--- config.mk ---
export PLATFORM = sky130hd
export DESIGN_NAME = uart_rx
export DESIGN_NICKNAME = d
export VERILOG_FILES = /design/src/rtl/uart_rx_pkg.sv /design/src/rtl/uart_rx_sync_2ff.sv /design/src/rtl/uart_rx.sv
export SDC_FILE = /design/constraint.sdc
export NUM_CORES = 1
export LEC_CHECK = 0
export CAP_MARGIN = 25
export CORE_AREA = 4 4 67 69
export CTS_BUF_LIST = sky130_fd_sc_hd__clkbuf_16
export DETAILED_ROUTE_END_ITERATION = 10
export DIE_AREA = 0 0 71 73
export GPL_TIMING_DRIVEN = 0
export PLACE_DENSITY = 0.68
export SLEW_MARGIN = 20
export SYNTH_ARGS = -nofsm -noshare
export SYNTH_HDL_FRONTEND = slang
export SYNTH_SLANG_ARGS = --single-unit
--- constraint.sdc ---
create_clock -name clk -period 1.7 [get_ports clk]
set_clock_uncertainty 0.05 [all_clocks]
set_input_delay 0.425 -clock clk [delete_from_list [all_inputs] [get_ports clk]]
set_output_delay 0.425 -clock clk [all_outputs]
set_load 0.05 [all_outputs]
--- src/rtl/uart_rx_pkg.sv ---
// Shared UART definitions: default bit timing, data width and RX state encodings.
package uart_rx_pkg;

    // 50 MHz system clock at 115200 baud
    localparam int CLK_PER_BIT_DEFAULT = 434;
    localparam int DATA_BITS           = 8;

    // Receiver state encodings, shared with the transmitter side
    typedef enum logic [2:0] {
        ST_IDLE    = 3'd0,
        ST_START   = 3'd1,
        ST_DATA    = 3'd2,
        ST_STOP    = 3'd3,
        ST_RECOVER = 3'd4
    } rx_state_t;

endpackage

--- src/rtl/uart_rx_sync_2ff.sv ---
// Two-flop synchronizer for a single asynchronous input, with a selectable
// reset value so an idle-high line does not look like activity after reset.
module sync_2ff #(
    parameter logic RESET_VALUE = 1'b1
) (
    input  logic clk,
    input  logic rst,
    input  logic d,
    output logic q
);

    logic meta;

    // Two-stage capture of the asynchronous input
    always_ff @(posedge clk or posedge rst) begin
        if (rst) begin
            meta <= RESET_VALUE;
            q    <= RESET_VALUE;
        end else begin
            meta <= d;
            q    <= meta;
        end
    end

endmodule

--- src/rtl/uart_rx.sv ---
// UART receiver, 8N1, LSB first. Single FSM with one cycle counter; each bit
// is sampled once at its centre (start bit checked at half a bit period).
module uart_rx
    import uart_rx_pkg::*;
#(
    parameter int CLK_PER_BIT = CLK_PER_BIT_DEFAULT
) (
    input  logic       clk,
    input  logic       rst,
    input  logic       rx_serial,
    output logic [7:0] rx_data,
    output logic       rx_valid,
    output logic       rx_active,
    output logic       rx_frame_err
);

    localparam int CW = $clog2(CLK_PER_BIT);
    localparam int IW = $clog2(DATA_BITS);

    localparam logic [CW-1:0] CNT_ZERO = CW'(0);
    localparam logic [CW-1:0] CNT_ONE  = CW'(1);
    localparam logic [CW-1:0] CNT_HALF = CW'((CLK_PER_BIT - 1) / 2);
    localparam logic [CW-1:0] CNT_LAST = CW'(CLK_PER_BIT - 1);
    localparam logic [IW-1:0] IDX_ZERO = IW'(0);
    localparam logic [IW-1:0] IDX_ONE  = IW'(1);
    localparam logic [IW-1:0] IDX_LAST = IW'(DATA_BITS - 1);

    logic                 rx_s;
    rx_state_t            state, state_nxt;
    logic [CW-1:0]        cnt, cnt_nxt;
    logic [IW-1:0]        bit_idx, bit_idx_nxt;
    logic [DATA_BITS-1:0] shift, shift_nxt;
    logic [7:0]           data_nxt;
    logic                 valid_nxt;
    logic                 ferr_nxt;
    logic                 active_nxt;

    sync_2ff #(
        .RESET_VALUE (1'b1)
    ) u_sync (
        .clk (clk),
        .rst (rst),
        .d   (rx_serial),
        .q   (rx_s)
    );

    // State, datapath and registered outputs
    always_ff @(posedge clk or posedge rst) begin
        if (rst) begin
            state        <= ST_IDLE;
            cnt          <= CNT_ZERO;
            bit_idx      <= IDX_ZERO;
            shift        <= 8'h00;
            rx_data      <= 8'h00;
            rx_valid     <= 1'b0;
            rx_frame_err <= 1'b0;
            rx_active    <= 1'b0;
        end else begin
            state        <= state_nxt;
            cnt          <= cnt_nxt;
            bit_idx      <= bit_idx_nxt;
            shift        <= shift_nxt;
            rx_data      <= data_nxt;
            rx_valid     <= valid_nxt;
            rx_frame_err <= ferr_nxt;
            rx_active    <= active_nxt;
        end
    end

    // Next-state, counter, shift register and output pulse decode
    always_comb begin
        state_nxt   = state;
        cnt_nxt     = cnt;
        bit_idx_nxt = bit_idx;
        shift_nxt   = shift;
        data_nxt    = rx_data;
        valid_nxt   = 1'b0;
        ferr_nxt    = 1'b0;

        case (state)
            ST_IDLE: begin
                cnt_nxt = CNT_ZERO;
                if (!rx_s) begin
                    state_nxt = ST_START;
                end else begin
                    state_nxt = ST_IDLE;
                end
            end

            ST_START: begin
                if (cnt == CNT_HALF) begin
                    cnt_nxt     = CNT_ZERO;
                    bit_idx_nxt = IDX_ZERO;
                    if (!rx_s) begin
                        state_nxt = ST_DATA;
                    end else begin
                        // Start bit did not survive to mid-bit: treat as a glitch
                        state_nxt = ST_IDLE;
                    end
                end else begin
                    cnt_nxt = cnt + CNT_ONE;
                end
            end

            ST_DATA: begin
                if (cnt == CNT_LAST) begin
                    cnt_nxt            = CNT_ZERO;
                    shift_nxt[bit_idx] = rx_s;
                    if (bit_idx == IDX_LAST) begin
                        bit_idx_nxt = IDX_ZERO;
                        state_nxt   = ST_STOP;
                    end else begin
                        bit_idx_nxt = bit_idx + IDX_ONE;
                    end
                end else begin
                    cnt_nxt = cnt + CNT_ONE;
                end
            end

            ST_STOP: begin
                // Leaving at mid-stop-bit leaves half a bit to catch a
                // back-to-back start edge
                if (cnt == CNT_LAST) begin
                    cnt_nxt = CNT_ZERO;
                    if (rx_s) begin
                        data_nxt  = shift;
                        valid_nxt = 1'b1;
                        state_nxt = ST_IDLE;
                    end else begin
                        ferr_nxt  = 1'b1;
                        state_nxt = ST_RECOVER;
                    end
                end else begin
                    cnt_nxt = cnt + CNT_ONE;
                end
            end

            ST_RECOVER: begin
                // A held-low (break) line must go high before a new frame
                cnt_nxt = CNT_ZERO;
                if (rx_s) begin
                    state_nxt = ST_IDLE;
                end else begin
                    state_nxt = ST_RECOVER;
                end
            end

            default: begin
                state_nxt   = ST_IDLE;
                cnt_nxt     = CNT_ZERO;
                bit_idx_nxt = IDX_ZERO;
            end
        endcase

        case (state_nxt)
            ST_START, ST_DATA, ST_STOP: active_nxt = 1'b1;
            default:                    active_nxt = 1'b0;
        endcase
    end

endmodule

==> run metrics <==
Tot GR Track Use 0.159; final wirelength 4.05 mm; met2 Use GR 0.257; gr busiest metal met2; post-synthesis sequential area ratio 0.507; Peak VDD IR around 0.0006 V; Yosys Warn Count 0; fin worst setup slack -0.203 ns; simple-gate share of the synthesized area 0.214; Hold Path Class register to register; proportion of layout cells with a drive suffix above 1 0.370; Site Rows 23; Initial Util 0.455; Syn Area/Cell 11.3 sq um; FMAX between 500 and 600 MHz; remaining global-route overflow 0; CTS Buf Count 5; max-slew violation count 0; Port Buffers 13; Skew-Pair Late Insertion Delay 0.28 ns; hpwl dp 2.30 mm; Worst-Margin Slew 0.722 ns; number of diodes 0; maximum fanout along the worst path 5; largest net degree at the start of global routing 37; PwrDens slightly below 800 nW/um^2; met1 Usage GRT 0.195; status complete, but fails checks; met3 Use GR 0.0413; Yosys top cell area share 0.478; leading cell type in the layout, fill and taps excluded dfrtp_1; Post-Place Setup Slack -0.291 ns; vias in the first global route 1363; xor and xnor area share after synthesis 0.0344; register bit count reported by yosys 36; Die W 71 um; CP peak stage delay 0.57 ns; CTS Root Cell clkbuf_16; via count around 1400; final hold violation count 0; final routed DRC violation total 0; DRT Pass-1 Iters 5; failing checks negative setup slack; Slew headroom 0.518; CTS tree done; Max-cap violations 0; largest family of logic cells by synthesized area simple AND/OR/NAND/NOR gates; initial antenna violation count 0; mux cell area share after synthesis 0.101; IO Count 14; CP max stage cell or4_4; syn_nets 165; First DRT Iteration DRCs 69; commonest non-fill, non-tap cells in the layout dfrtp_1 (33), nor2_1 (14), mux2_4 (12), nand2_1 (11), dlygate4sd2_1 (11); Via density 5.62; WL/cell between 15 and 20 um; Nets 199; clock buffer depth 2; mapped cell area 1780 sq um; WP data arrival 2.01 ns; Synth Area in Adders 0.0351; Mapped Cells 157; Synth cell types just over 40; CTS Sinks 36; crit path time final 1.90 ns; global-route wire length before repair between 6 and 7 mm; full die area 5180 sq um; Post-DP Area 1980 sq um; CP required approximately 1.8 ns; area of the core 3910 sq um; Die H 73 um; clock transition at the registers of the reported paths 0.05 ns; largest cells by area after synthesis dfrtp_1 (48%), mux2_2 (9.5%), nor2_1 (3.6%), ha_1 (3.5%), dfstp_2 (3.0%); Setup crit end kind register; Static Leak roughly 1.1 nW; Final Cell Area 2440 sq um; Compound-Gate Fraction of Synth Area 0.0773; Post-DRT Antenna Nets 0; CP cell instances inv_1, ha_4, nand4_1, or4_4, a31oi_4, nor2_1; area leader, netlist dfrtp_1; Startpoint Class register; GPL Wtd Cong just under 0.8; H-tree Lvls 2; RSZ-0062 raised after global routing yes; Setup CP Type register to register; Tcrit/Tclk final 1.12; area delta synth->final 37.2%; final number of setup-violating endpoints 30
[final timing paths]
kind,from,endpoint,slack (ns),cells after the start
setup / recovery,cnt[0],cnt[4],-0.20,6
hold / removal,u_sync.meta,u_sync.q,0.31,0
setup reg to reg,cnt[0],cnt[4],-0.20,6
hold reg to reg,u_sync.meta,u_sync.q,0.31,0
max in group asynchronous,rst,cnt[5],0.54,2
min in group asynchronous,rst,rx_data[6],0.56,2
[critical path, delay by kind of cell, from the launching register on]
family | cells | cell delay (ns)
compound gates | 1 | 0.30
flops | 1 | 0.40
simple gates | 3 | 0.77
fa+ha+maj | 1 | 0.13
buf+inv | 1 | 0.12
[synthesized netlist by cell type, drive strengths merged]
cell type,count
a211o,1
a211oi,3
a21o,1
a21oi,2
a221o,1
a311oi,1
a31o,2
a31oi,2
and3,3
and4,1
and4b,1
and4bb,1
buf,2
clkbuf,5
dfrtp,34
dfstp,2
ha,5
inv,6
mux2,16
nand2,11
nand2b,1
nand3,4
nand3b,2
nand4,2
nand4b,1
nand4bb,1
nor2,17
nor2b,2
nor3,7
nor3b,1
nor4,3
nor4b,3
o21ai,5
or4,1
xnor2,5
xor2,2
[report_power, final]
group	leakage (nW)	switching, mW	internal, mW
sequential	0.476	0.00258	0.862
combinational	0.565	0.0206	0.00556
clock	0.0850	0.331	0.683
[metrics by stage]
step	cells	TNS, ns	util	hold WS [ns]	power [mW]
finish	242	-4.67	0.624	0.309	1.90
global route	242	-6.94	0.624	0.314	1.97
CTS	236	-2.33	0.589	0.309	1.93
detailed placement	220	-5.21	0.506	0.301	0.907
global placement	220	-14.82	0.506	0.297	0.905
floorplan	157	-0.468	-	0.295	0.894
[sequential cells by signal (all words and copies together) (netlist names)]
signal and count:
rx_frame_err 1, rx_data 8, cnt 9, rx_active 1
rx_valid 1, u_sync.q 1, state 3, bit_idx 3
shift 8, u_sync.meta 1
[routing by layer]
layer | part of all wire | vias to the layer above
met5 | 0 | -
met4 | 0.043 | 0
met3 | 0.036 | 18
met2 | 0.51 | 34
met1 | 0.41 | 675
li1 | - | 634
[what timing repair did]
item	in CTS	in global routing
gates resized for setup	35	22
hold buffers	0	0
pin swaps	8	12
hold endpoints to repair	0	0
setup endpoints to repair	39	30
setup buffers	7	5
gates cloned	1	1
[final cells by class]
class	count	area, sq um
clock buffers	5	125
fillers	305	1470
inverters	6	22.5
multi-input cells	110	1040
repair buffers	25	214
clock inverters	3	38.8
flip-flops and latches	36	905
well taps	50	62.6
plain buffers	7	36.3
[logic make-up (layout without fill, tap and decap cells)]
| family | count (synthesis) | in the layout |
|---|---|---|
| compound gates | 18 | 19 |
| buf+inv | 13 | 46 |
| mux | 16 | 16 |
| flops | 36 | 36 |
| fa+ha+maj | 5 | 5 |
| xor+xnor | 7 | 7 |
| simple gates | 62 | 63 |
Power figures use the tool's default switching activity.
